--- src/rtl/xsleena_video_timing_gen.sv ---
// Parametrised H/V raster timing generator: counters, flip-aware positions,
// delayed positions, blanking, syncs and line/frame/interrupt strobes.
module xsleena_video_timing_gen #(
  parameter int unsigned H_BITS     = 9,
  parameter int unsigned V_BITS     = 9,
  parameter int unsigned H_TOTAL    = 384,
  parameter int unsigned V_TOTAL    = 264,
  parameter int unsigned HBLK_START = 256,
  parameter int unsigned HBLK_END   = 0,
  parameter int unsigned HS_START   = 296,
  parameter int unsigned HS_END     = 328,
  parameter int unsigned VBLK_START = 240,
  parameter int unsigned VBLK_END   = 16,
  parameter int unsigned VS_START   = 248,
  parameter int unsigned VS_END     = 252,
  parameter int unsigned IRQ_STRIDE = 8,
  parameter int unsigned POS_DLY    = 1
) (
  input  logic              clk,
  input  logic              RST,
  input  logic              cen,
  input  logic              flip,
  output logic [H_BITS-1:0] hcnt,
  output logic [V_BITS-1:0] vcnt,
  output logic [7:0]        hpos,
  output logic [7:0]        vpos,
  output logic [7:0]        dhpos,
  output logic [7:0]        dvpos,
  output logic              flip_l,
  output logic              hblk_n,
  output logic              vblk,
  output logic              vblk_n,
  output logic              hsync_n,
  output logic              vsync_n,
  output logic              csync_n,
  output logic              line_start,
  output logic              frame_start,
  output logic              vblk_irq,
  output logic              line_irq
);

  if (int'(H_BITS) < $clog2(H_TOTAL) || int'(V_BITS) < $clog2(V_TOTAL)) begin : g_bad_width
    $error("xsleena_video_timing_gen: counter width too small for H_TOTAL/V_TOTAL");
  end
  if (H_BITS < 8 || V_BITS < 8) begin : g_bad_pos_width
    $error("xsleena_video_timing_gen: H_BITS and V_BITS must be at least 8");
  end
  if (POS_DLY < 1) begin : g_bad_dly
    $error("xsleena_video_timing_gen: POS_DLY must be at least 1");
  end
  if (IRQ_STRIDE == 0 || (IRQ_STRIDE & (IRQ_STRIDE - 1)) != 0) begin : g_bad_stride
    $error("xsleena_video_timing_gen: IRQ_STRIDE must be a power of 2");
  end

  localparam logic [H_BITS-1:0] H_LAST     = H_BITS'(H_TOTAL - 1);
  localparam logic [V_BITS-1:0] V_LAST     = V_BITS'(V_TOTAL - 1);
  localparam logic [V_BITS-1:0] V_IRQ_MASK = V_BITS'(IRQ_STRIDE - 1);
  localparam logic [V_BITS-1:0] V_BLK_IRQ  = V_BITS'(VBLK_START);

  // S<E: plain interval; S>E: interval wraps through zero; S==E: never active.
  function automatic logic in_range(input logic [31:0] c, input logic [31:0] s,
                                    input logic [31:0] e);
    if (s < e)      return (c >= s) && (c < e);
    else if (s > e) return (c >= s) || (c < e);
    else            return 1'b0;
  endfunction

  logic              h_wrap, v_wrap;
  logic [H_BITS-1:0] hcnt_nx;
  logic [V_BITS-1:0] vcnt_nx;
  logic              line_nx, frame_nx, vblk_irq_nx, line_irq_nx, flip_nx;
  logic              hblk_nx, vblk_nx, hs_nx, vs_nx;
  logic [7:0]        hpipe [POS_DLY];
  logic [7:0]        vpipe [POS_DLY];

  always_comb begin
    h_wrap  = (hcnt == H_LAST);
    v_wrap  = (vcnt == V_LAST);
    hcnt_nx = h_wrap ? '0 : hcnt + H_BITS'(1);
    vcnt_nx = vcnt;
    if (h_wrap) vcnt_nx = v_wrap ? '0 : vcnt + V_BITS'(1);
    line_nx     = (hcnt_nx == '0);
    frame_nx    = line_nx && (vcnt_nx == '0);
    vblk_irq_nx = line_nx && (vcnt_nx == V_BLK_IRQ);
    line_irq_nx = line_nx && ((vcnt_nx & V_IRQ_MASK) == '0) && (vcnt_nx != '0);
    flip_nx     = frame_nx ? flip : flip_l;
    hblk_nx     = in_range(32'(hcnt_nx), HBLK_START, HBLK_END);
    vblk_nx     = in_range(32'(vcnt_nx), VBLK_START, VBLK_END);
    hs_nx       = in_range(32'(hcnt_nx), HS_START, HS_END);
    vs_nx       = in_range(32'(vcnt_nx), VS_START, VS_END);
  end

  // Decodes use the next-count values so every level lines up with hcnt/vcnt.
  always_ff @(posedge clk or posedge RST) begin
    if (RST) begin
      hcnt        <= '0;
      vcnt        <= '0;
      hpos        <= '0;
      vpos        <= '0;
      flip_l      <= 1'b0;
      hblk_n      <= 1'b0;
      vblk        <= 1'b1;
      vblk_n      <= 1'b0;
      hsync_n     <= 1'b1;
      vsync_n     <= 1'b1;
      csync_n     <= 1'b1;
      line_start  <= 1'b0;
      frame_start <= 1'b0;
      vblk_irq    <= 1'b0;
      line_irq    <= 1'b0;
      for (int unsigned i = 0; i < POS_DLY; i++) begin
        hpipe[i] <= '0;
        vpipe[i] <= '0;
      end
    end else begin
      line_start  <= 1'b0;
      frame_start <= 1'b0;
      vblk_irq    <= 1'b0;
      line_irq    <= 1'b0;
      if (cen) begin
        hcnt        <= hcnt_nx;
        vcnt        <= vcnt_nx;
        flip_l      <= flip_nx;
        hpos        <= hcnt_nx[7:0] ^ {8{flip_nx}};
        vpos        <= vcnt_nx[7:0] ^ {8{flip_nx}};
        hblk_n      <= ~hblk_nx;
        vblk        <= vblk_nx;
        vblk_n      <= ~vblk_nx;
        hsync_n     <= ~hs_nx;
        vsync_n     <= ~vs_nx;
        csync_n     <= ~hs_nx ^ vs_nx;
        line_start  <= line_nx;
        frame_start <= frame_nx;
        vblk_irq    <= vblk_irq_nx;
        line_irq    <= line_irq_nx;
        hpipe[0]    <= hpos;
        vpipe[0]    <= vpos;
        for (int unsigned i = 1; i < POS_DLY; i++) begin
          hpipe[i] <= hpipe[i-1];
          vpipe[i] <= vpipe[i-1];
        end
      end
    end
  end

  assign dhpos = hpipe[POS_DLY-1];
  assign dvpos = vpipe[POS_DLY-1];

endmodule
--- config.mk ---
export PLATFORM = sky130hd
export DESIGN_NAME = xsleena_video_timing_gen
export DESIGN_NICKNAME = d
export VERILOG_FILES = /design/src/rtl/xsleena_video_timing_gen.sv
export SDC_FILE = /design/constraint.sdc
export NUM_CORES = 1
export LEC_CHECK = 0
export ABC_AREA = 1
export CAP_MARGIN = 25
export CORE_MARGIN = 3
export CORE_UTILIZATION = 30
export CTS_CLUSTER_DIAMETER = 30
export DETAILED_ROUTE_END_ITERATION = 6
export PLACE_DENSITY = 0.55
export SYNTH_ARGS = -nofsm -noshare
export SYNTH_HDL_FRONTEND = slang
export SYNTH_SLANG_ARGS = --single-unit
--- constraint.sdc ---
create_clock -name clk -period 2.4 [get_ports clk]
set_input_delay 0.48 -clock clk [delete_from_list [all_inputs] [get_ports clk]]
set_output_delay 0.48 -clock clk [all_outputs]
set_load 0.05 [all_outputs]
==> reports/qor.csv <==
metric,value,unit
outcome,"finished, final reports clean",
port_buffers,64,
clk_latency,330,ps
hold_viol_final,0,
max_clock_freq,430,MHz
synth_area_per_cell,7.94,sq um
reg2reg_to,vpos[7],
wl_per_cell,13.9,um
ff2ff_setup_slack,80,ps
critPathCaptureType,register,
grt_pass1_wl,15100,um
drc,0,
worstPathArrival,2540,ps
area_growth,40.7,%
initialDrtViolationCount,147,
hold_start,dvpos[3],
initial_core_util,30.9,%
cp_max_fo,8,
final_common_cell,nand2_1,
crit_chain,ha_4 -> nand2_4 -> nor2_8 -> nand3_4 -> buf_6 -> nand2_4 -> nand2_2 -> clkinv_1 -> nand2_2 -> nor2_4 -> nand3_2 -> nand2_4 -> nand2_4 -> buf_6 -> nand3_1 -> nand3_1,
fillers,1090,
h-tree-depth,3,
cts_tree,done,
cts_hold_buf,0,
whs_path_depth,2,
ys_warn_count,0,
ys_types,35,
ant_nets,0,
cp.required,2610,ps
maxSlewViolCount,0,
grt_max_degree,52,
ys_seq_area_share,45.4,%
whs_endpoint,dvpos[3],
instances_no_fill,662,
core,0.0109,sq mm
vias_per_cell,4.73,
clock_skew,10.1,ps
dp_cells,635,
syn-num-nets,432,
die_w,112,um
drive_gt1_share,21.8,%
power_density,1150,mW/mm^2
hold_path_class,reg2reg,
grt_overflow,0,
multi_input_area,0.00166,sq mm
maxSlewHeadroom,59.9,%
clk_pin_slew,60,ps
dieArea,0.0126,sq mm
critPathKind,reg2reg,
cts_buffer_depth,2,
cts-root-buf,clkbuf_16,
numCtsBuffers,9,
num_antenna_cells,0,
finalNetCount,525,
r2r-start,hcnt[0],
rsz0062_at_grt,yes,
crit_top_cell,nand2_4,
p_total,0.00545,W
finalCritPeriodShare,96.8,%
grt_usage,15.0,%
grt_pass1_vias,3089,
clock-sinks,61,
io_pins,65,
rows,38,
leakage,2.27,nW
dr.pass1.iters,4,
cp_slowest_stage_delay,390,ps
finalCriticalPeriod,2320,ps
vias,3131,
routed_wl,9200,um
hpwl,6580,um
setup_viol,0,
synthesis.area,0.00337,sq mm
globalplace.congestion,0.866,
rr_worst_depth,16,
max-cap-violations,0,
syn_inst,425,
irDropWorstVdd,563,uV
holdWs,468,ps
critPathLaunchType,register,
tightest_slew,602,ps
regArea,0.00154,sq mm
layout_common_cells,"nand2_1, clkdlybuf4s50_1, dfrtp_1, nor2_1, inv_1",
die_h,112,um
crit_slowest_cell,dfrtp_2,
ys_ff_latch,61,
grt_antenna_before_repair,0,
## flip-flops by register name (all words and copies together) (netlist names), 8 cells and up
name   cells
hcnt       9
vcnt       9
dhpos      8
dvpos      8
hpos       8
vpos       8
## critical path: cells and delay by family (launching register included)
kind / cells / cell delay, ps
buffers and inverters: 3 / 380
and+or+nand+nor: 12 / 1280
DFF: 1 / 390
adders and majority gates: 1 / 160
## where the power goes
part / switching (W) / internal [W] / leakage [nW]
Combinational: 0.00172 / 0.000866 / 1.36
Clock: 0.000461 / 0.000850 / 0.147
Sequential: 0.000237 / 0.00131 / 0.768
## Yosys cell counts
cell | instances | area, sq um
nand2_1 | 140 | 526
dfrtp_1 | 57 | 1430
nor2_1 | 36 | 135
inv_1 | 34 | 128
nand3_1 | 32 | 160
nand3_2 | 22 | 220
o21ai_0 | 18 | 90.1
clkbuf_1 | 9 | 33.8
nand2_2 | 8 | 50.1
a21oi_1 | 7 | 35.0
o21bai_1 | 7 | 52.6
nand4_1 | 6 | 37.5
inv_2 | 5 | 18.8
buf_2 | 4 | 20.0
dfstp_2 | 4 | 105
clkinv_1 | 3 | 11.3
ha_1 | 3 | 37.5
nand2_4 | 3 | 33.8
nor2_2 | 3 | 18.8
nor2_4 | 3 | 33.8
o21ai_1 | 3 | 15.0
buf_6 | 2 | 22.5
nor2_8 | 2 | 40.0
o21a_1 | 2 | 15.0
xor2_1 | 2 | 17.5
a21boi_0 | 1 | 7.51
buf_1 | 1 | 3.75
buf_4 | 1 | 7.51
nand3_4 | 1 | 17.5
nand3b_1 | 1 | 7.51
nand4_4 | 1 | 21.3
nor3_1 | 1 | 5.00
nor4_1 | 1 | 6.26
o2111ai_1 | 1 | 8.76
or2_1 | 1 | 6.26
## stage by stage
step | utilization, % | area, sq um | TNS (ps) | setup WS (ps)
global route | 43.4 | 4750 | -310 | -48.7
detailed placement | 39.2 | 4290 | -30.1 | -22.3
floorplan | - | 3380 | 0 | 9.38
global placement | 39.2 | 4290 | 0 | 79.0
CTS | 42.1 | 4600 | 0 | 17.0
finish | 43.4 | 4750 | 0 | 75.6
## how the worst max path moves through the flow
stage,from,end,slack [ps],depth (start not counted)
after global routing,hcnt[0],vpos[7],-50,16
after floorplan,hcnt[1],hpos[1],9,16
final,hcnt[0],vpos[7],80,16
after CTS,hcnt[0],vpos[7],20,15
after detailed placement,hcnt[7],vpos[7],-20,15
after global placement,hcnt[7],vpos[7],80,15
## logic make-up (layout without fill, tap and decap cells)
kind of cell	Yosys count	after routing	synth area share, %
AO/OA/AOI/OAI	39	39	6.64
XOR/XNOR	2	2	0.519
adder cells (fa/ha/maj)	3	3	1.11
buffers and inverters	59	155	7.27
flip-flops	61	61	45.4
AND/OR/NAND/NOR	261	262	39.1
## layout make-up
cell class              instances  share of cell area, %
clock buffers                  11                   5.32
repair buffers                 98                   19.3
well taps                     140                   3.69
multi-input cells             306                   34.9
flip-flops and latches         61                   32.4
clock inverters                 4                   1.00
inverters                      42                   3.37
## layer usage
| metal | up-vias | global-route usage, % | routed length (um) |
|---|---|---|---|
| met5 | - | 0 | 0 |
| met1 | 1488 | 19.4 | 4190 |
| met3 | 22 | 3.29 | 429 |
| met4 | 0 | 7.37 | 291 |
| met2 | 81 | 23.9 | 4290 |
| li1 | 1540 | - | - |
## what timing repair did
item / 4_1_cts / 5_1_grt
gates resized for setup: 1 / 16
setup endpoints to repair: 10 / 21
pin swaps: 1 / 5
buffers inserted: 0 / 11
gates cloned: 1 / 0
Power figures use the tool's default switching activity.
